<file path="src/rtl/uart_rx_if.sv">
// Serial receive port bundle: the raw serial line in, received byte and status out.
interface uart_rx_if;
   logic       i_RX_Serial;
   logic       o_RX_DV;
   logic [7:0] o_RX_Byte;
   logic       o_RX_Busy;
   logic       o_Frame_Err;

   modport slave (
      input  i_RX_Serial,
      output o_RX_DV,
      output o_RX_Byte,
      output o_RX_Busy,
      output o_Frame_Err
   );

   modport master (
      output i_RX_Serial,
      input  o_RX_DV,
      input  o_RX_Byte,
      input  o_RX_Busy,
      input  o_Frame_Err
   );
endinterface

</file>
<file path="src/rtl/uart_rx.sv">
// 8N1 UART receiver: synchronizes the line, centre-samples each bit and reports
// a one-cycle valid pulse per good byte or a one-cycle framing-error pulse.
module uart_rx #(
   parameter int CLKS_PER_BIT = 868
) (
   input  logic      clk,
   input  logic      rst,
   uart_rx_if.slave  rx
);

   localparam int CNT_W = (CLKS_PER_BIT > 2) ? $clog2(CLKS_PER_BIT) : 1;
   localparam logic [CNT_W-1:0] CNT_LAST = CNT_W'(CLKS_PER_BIT - 1);
   localparam logic [CNT_W-1:0] CNT_HALF = CNT_W'((CLKS_PER_BIT - 1) / 2);

   typedef enum logic [2:0] {IDLE, START, DATA, STOP, CLEANUP} state_t;

   state_t           state, state_n;
   logic             sync_p0, rx_s;
   logic [CNT_W-1:0] cnt, cnt_n;
   logic [2:0]       bit_idx, bit_idx_n;
   logic [7:0]       shift, shift_n;
   logic [7:0]       byte_q, byte_n;
   logic             dv_q, dv_n;
   logic             ferr_q, ferr_n;

   // Stage p0/p1: two-flop synchronizer, idles high
   always_ff @(posedge clk) begin
      if (rst) begin
         sync_p0 <= 1'b1;
         rx_s    <= 1'b1;
      end else begin
         sync_p0 <= rx.i_RX_Serial;
         rx_s    <= sync_p0;
      end
   end

   always_ff @(posedge clk) begin
      if (rst) begin
         state   <= IDLE;
         cnt     <= '0;
         bit_idx <= '0;
         shift   <= '0;
         byte_q  <= '0;
         dv_q    <= 1'b0;
         ferr_q  <= 1'b0;
      end else begin
         state   <= state_n;
         cnt     <= cnt_n;
         bit_idx <= bit_idx_n;
         shift   <= shift_n;
         byte_q  <= byte_n;
         dv_q    <= dv_n;
         ferr_q  <= ferr_n;
      end
   end

   always_comb begin
      state_n   = state;
      cnt_n     = cnt;
      bit_idx_n = bit_idx;
      shift_n   = shift;
      byte_n    = byte_q;
      dv_n      = 1'b0;
      ferr_n    = 1'b0;
      unique case (state)
         IDLE: begin
            cnt_n     = '0;
            bit_idx_n = '0;
            if (!rx_s) state_n = START;
         end
         START: begin
            // Mid-start-bit check: a line that has gone high again was a glitch
            if (cnt == CNT_HALF) begin
               cnt_n   = '0;
               state_n = rx_s ? IDLE : DATA;
            end else begin
               cnt_n = cnt + 1'b1;
            end
         end
         DATA: begin
            if (cnt == CNT_LAST) begin
               cnt_n            = '0;
               shift_n[bit_idx] = rx_s;
               bit_idx_n        = bit_idx + 1'b1;
               if (bit_idx == 3'd7) state_n = STOP;
            end else begin
               cnt_n = cnt + 1'b1;
            end
         end
         STOP: begin
            if (cnt == CNT_LAST) begin
               cnt_n   = '0;
               state_n = CLEANUP;
               if (rx_s) begin
                  byte_n = shift;
                  dv_n   = 1'b1;
               end else begin
                  ferr_n = 1'b1;
               end
            end else begin
               cnt_n = cnt + 1'b1;
            end
         end
         CLEANUP: begin
            // A held-low break must release before another start is accepted
            cnt_n = '0;
            if (rx_s) state_n = IDLE;
         end
         default: state_n = IDLE;
      endcase
   end

   assign rx.o_RX_DV     = dv_q;
   assign rx.o_RX_Byte   = byte_q;
   assign rx.o_Frame_Err = ferr_q;
   assign rx.o_RX_Busy   = (state != IDLE);

endmodule

</file>
<file path="src/flat_wrapper.sv">
// flat-port wrapper written by rule: the top's interface ports become plain ports
module uart_rx_flat 
#(
   parameter int CLKS_PER_BIT = 868
)
  (clk, rst, rx_i_RX_Serial, rx_o_RX_DV, rx_o_RX_Byte, rx_o_RX_Busy, rx_o_Frame_Err);
  uart_rx_if rx_i ();
  input  logic clk;
  input  logic rst;
  input wire logic [$bits(rx_i.i_RX_Serial)-1:0] rx_i_RX_Serial;
  output wire logic [$bits(rx_i.o_RX_DV)-1:0] rx_o_RX_DV;
  output wire logic [$bits(rx_i.o_RX_Byte)-1:0] rx_o_RX_Byte;
  output wire logic [$bits(rx_i.o_RX_Busy)-1:0] rx_o_RX_Busy;
  output wire logic [$bits(rx_i.o_Frame_Err)-1:0] rx_o_Frame_Err;
  assign rx_i.i_RX_Serial = rx_i_RX_Serial;
  assign rx_o_RX_DV = rx_i.o_RX_DV;
  assign rx_o_RX_Byte = rx_i.o_RX_Byte;
  assign rx_o_RX_Busy = rx_i.o_RX_Busy;
  assign rx_o_Frame_Err = rx_i.o_Frame_Err;
  uart_rx #(.CLKS_PER_BIT(CLKS_PER_BIT)) u_core (.clk(clk), .rst(rst), .rx(rx_i));
endmodule
</file>
<file path="config.mk">
export PLATFORM = sky130hd
export DESIGN_NAME = uart_rx_flat
export DESIGN_NICKNAME = d
export VERILOG_FILES = /design/src/rtl/uart_rx_if.sv /design/src/rtl/uart_rx.sv /design/src/flat_wrapper.sv
export SDC_FILE = /design/constraint.sdc
export NUM_CORES = 1
export LEC_CHECK = 0
export BUFFER_PORTS_ARGS = -buffer_cell sky130_fd_sc_hd__buf_2
export CAP_MARGIN = 40
export CELL_PAD_IN_SITES_DETAIL_PLACEMENT = 1
export CELL_PAD_IN_SITES_GLOBAL_PLACEMENT = 1
export CORE_ASPECT_RATIO = 0.75
export CORE_UTILIZATION = 45
export CTS_CLUSTER_DIAMETER = 150
export CTS_CLUSTER_SIZE = 40
export DETAILED_ROUTE_END_ITERATION = 8
export PLACE_DENSITY = 0.87
export SYNTH_ARGS = -nofsm -noshare
export SYNTH_HDL_FRONTEND = slang
export SYNTH_SLANG_ARGS = --single-unit
</file>
<file path="constraint.sdc">
create_clock -name clk -period 4.7 [get_ports clk]
set_input_delay 0.705 -clock clk [delete_from_list [all_inputs] [get_ports clk]]
set_output_delay 0.705 -clock clk [all_outputs]
set_load 0.01 [all_outputs]
</file>
## After elaboration in Yosys (flattened, before gate mapping)

Index checks and enable logic that the tools add are counted.

- Add/sub/neg operators: 2
- $lt $le $gt $ge: 2
- Eq/ne operators: 13
- Mux-type cells: 18
- Bitwise operators: 2
- Reduce and logical (&&, ||, !) cells: 12

Operators with widths:

| kind | number |
|---|---|
| $pmux 10 s3 | 1 |
| $mux 3 | 7 |
| $mux 10 | 2 |
| $pmux 3 s5 | 1 |
| $add 10x1->10 const B | 1 |
| $eq 10x10->1 const B | 1 |
| $eq 10x9->1 const B | 1 |
| $ne 2x1->1 const B | 5 |
| $bwmux 8 | 1 |
| $eq 3x2->1 const B | 2 |
| $eq 3x3->1 const B | 2 |
| $pmux 3 s2 | 1 |
| $reduce_and 6->1 | 1 |
| $reduce_bool 3->1 | 2 |
| $lt 3x4->1 const B | 1 |
| $reduce_and 2->1 | 2 |
| $reduce_or 2->1 | 2 |
| $add 3x1->3 const B | 1 |
| $demux 1 s3 | 1 |
| $eq 3x1->1 const B | 1 |
| $ge 3x1->1 const B | 1 |
| $logic_not 3->1 | 1 |
| $mux 1 | 3 |
| $reduce_and 3->1 | 1 |
| other kinds (6) | 7 |

- Bits in registers: 36
- Input port bits: 3

## Longest topological paths before layout

- Word-level depth: 5
- Depth in mapped cells: 8

## Least setup slack after synthesis

OpenSTA, ideal clock, no wires.

- Path kind: register to register
- From: register u_core.state[0]
- To: register u_core.shift[6]
- Library setup time: 0.128 ns
- Arrival: 1.586 ns
- Required time: 4.572 ns
- Setup slack: 2.987 ns
- Stages on the path, launching flop included: 8
- Path through: dfxtp_1 clkbuf_1 or3b_2 nor4_4 buf_6 nand3_1 mux2i_1 nor2_1

- Longest elaborated chain between the ends: 2

RTL lines:

| element | line | text |
|---|---|---|
| start: declaration | uart_rx.sv:17 | `state_t state, state_n;` |
| start signal: assignment | uart_rx.sv:47 | `state <= state_n;` |
| $eq 3x2->1 | uart_rx.sv:65 | `unique case (state)` |
| $reduce_and 2->1 (no source line) | n/a |  |
| end signal: assignment | uart_rx.sv:50 | `shift <= shift_n;` |
| end: declaration | uart_rx.sv:21 | `logic [7:0] shift, shift_n;` |

Every way passes these cells.
A chain may end at the register's enable or synchronous reset.

## Worst setup path in the final report

- From: register u_core.state[1]
- To: register u_core.shift[3]

Same word-level chain as after synthesis.

==> flow_summary.yaml <==
synth:
  synth_edf_count: 0
  synthTopCellsByArea: "dfxtp_1 (42%), mux2i_1 (11%), nor2_1 (8.6%), xor2_1 (3.6%), ha_1 (2.9%)"
  ys_seq_elements: 36
  netlist_top_cells_count: "nor2_1 (39), dfxtp_1 (36), mux2i_1 (18)"
  synth_seq_area_share_pct: 42.23
  synthesis.nets: 198
  ys_warn_count: 0
  synth_cell_types: 40
  synth_area_leader_cell: "dfxtp_1"
  syn_area_sq_um: 1707
  yosysMostFrequentCell: "nor2_1"
  synth_top_area_share_pct: 42.23
  synth_area_per_cell_sq_um: 8.935
  async_flop_share_pct: 0
  synth_cells: 191
  synth_flop_cell: "dfxtp_1"
clock_tree:
  cts_root_buf: "clkbuf_8"
  cts_buffer_depth: 2
  htree_num_levels: 2
  numCtsBuffers: 5
  clock_latency_ps: 280
  clk_pin_slew_ps: 70
  cts_resized: 0
  cts_setup_buffers: 0
  cts_sinks: 36
  cts_tree: "done"
  cts_hold_buf: 0
floorplan:
  die-area_sq_um: 4046
  start_util_pct: 49.53
  die_h_um: 55.34
  io_pins: 14
  core_area_sq_um: 3446
  fp-row-count: 18
  fp.dieW_um: 73.11
worst_setup_path:
  crit_fanout: 17
  slowest_delay_ps: 680
  end_kind: "flop"
  worstSetupPathType: "reg -> reg"
  cp.arrival_ps: 2600
  rr_worst_depth: 5
  critPathSlowestCell: "dfxtp_1"
  crit_cells: 5
  required_ps: 4850
  path_buf_inv: 0
  cp-start-kind: "flop"
  cp_cell_sequence: "or3b_2 -> nor4_4 -> nand4b_1 -> mux2i_1 -> nor2_1"
  crit_family: "simple AND/OR/NAND/NOR gates"
final_layout:
  syn2layout_area_growth_pct: 9.971
  drive_above_1_share_pct: 12.44
  antennaDiodeCount: 0
  fill_cells: 422
  nets: 207
placement:
  place.gp.congestion: 0.8466
  place_ws_ps: 2319
  dp.final_hpwl_mm: 2.877
  io_buffers: 13
hold_path:
  holdCritPathClass: "reg -> reg"
  hold_depth: 1
pwr:
  leakage_uw: 0.0007685
  peakVddDrop_mv: 0.1997
  finalPower_uw: 665.4
  power.density_nw_per_um2: 354.5
sta:
  finalHoldViolCount: 0
  setup-violations-final: 0
  max_freq_mhz: 408.3
  fin_crit_ps: 2449
  fin_crit_sh_pct: 52.11
  fin_ws_ps: 2251
  tightest_slew_ps: 749.9
  maxSlewHeadroom_pct: 49.63
  rsz0062_at_grt: "false"
  finalClockSkew_ps: 4.091
  slew_viol_final: 0
  fin_setup_tns_ps: 0
route:
  post_drt_via_cell_ratio: 5.606
  drc: 0
  dr.pass1.iters: 4
  drt_iter0_markers: 120
  wire_per_inst_um: 16.60
  antenna_left: 0
  vias: 1407
  drt_wl_total_mm: 4.166
global_route:
  met2_usage_pct: 36.38
  antenna_found_initial: 0
  gr-total-overflow: 0
  use_met3_pct: 5.109
  grt_pass1_wl_mm: 7.072
  met1_usage_pct: 30.67
  top_usage_layer: "met2"
  globalRouteTotalUtil_pct: 22.68
  grt_pass1_vias: 1455
  grt_max_degree: 31
run:
  maxCapViolCount: 0
outcome:
  status: "finished, final reports clean"
[flip-flops by register name (all words and copies together), names as in the netlist]
| signal | flops |
|---|---|
| u_core.cnt | 10 |
| u_core.shift | 8 |
| u_core.state | 3 |
| u_core.bit_idx | 3 |
| u_core.rx.o_RX_DV | 1 |
| u_core.rx.o_Frame_Err | 1 |
| u_core.sync_p0 | 1 |
| u_core.rx.o_RX_Byte | 8 |
| u_core.rx_s | 1 |
[path summary, 6_finish.rpt]
check / start / endpoint / slack (ps)
setup / recovery: u_core.state[1] / u_core.shift[3] / 2250
hold / removal: u_core.sync_p0 / u_core.rx_s / 420
setup reg to reg: u_core.state[1] / u_core.shift[3] / 2250
hold reg to reg: u_core.sync_p0 / u_core.rx_s / 420
[cell type report]
cell class | instances | area [sq um] | area share [%]
well taps | 50 | 62.56 | 3.333
flip-flops and latches | 36 | 720.7 | 38.40
multi-input cells | 140 | 905.9 | 48.27
clock inverters | 2 | 35.03 | 1.867
repair buffers | 13 | 65.06 | 3.467
clock buffers | 6 | 72.57 | 3.867
inverters | 4 | 15.01 | 0.8000
[routing by layer]
metal	wire length, um	vias to the layer above
met3	154	7
met2	2091	28
met1	1884	697
li1	-	675
met5	0	-
met4	36	0
[where the power goes]
| part | switching (uW) | internal [uW] | leakage [uW] |
|---|---|---|---|
| clock network | 110 | 157 | 0.0000552 |
| logic | 46.0 | 27.3 | 0.000423 |
| registers | 13.3 | 312 | 0.000291 |
| total | 169 | 496 | 0.000769 |
[layout by cell type, fill, tap and decap left out, types with 2 or more instances in the layout]
master	instances
nor3_1	5
clkbuf_8	5
and2_1	2
nor2b_1	3
nand3b_1	5
nand2b_1	2
or2_2	2
nor2_1	39
nand4_1	3
mux2i_1	18
a21oi_1	5
nand3_1	9
o31ai_1	2
inv_1	4
dfxtp_1	36
nand4b_1	2
o21ai_0	2
xor2_1	7
buf_2	13
nand2_1	10
and4_1	3
ha_1	4
[cells by family (layout without fill, tap and decap cells)]
kind of cell,Yosys count,count (layout),synth area share [%]
and+or+nand+nor,92,92,28.37
xor gates and xnor gates,7,7,3.592
DFF,36,36,42.23
AOI/OAI and AO/OA,19,19,7.625
buffers and inverters,15,25,4.692
muxes,18,18,10.56
adders and majority gates,4,4,2.933
[through the flow]
stage | hold WS (ps) | util (%) | cells | instance area, sq um
global route | 434.1 | 54.47 | 251 | 1877
global placement | 399.5 | 51.34 | 243 | 1769
detailed placement | 404.6 | 51.34 | 243 | 1769
floorplan | 389.5 | - | 191 | 1707
finish | 423.3 | 54.47 | 251 | 1877
CTS | 426.5 | 54.47 | 251 | 1877
(Power assumes the default switching activity.)
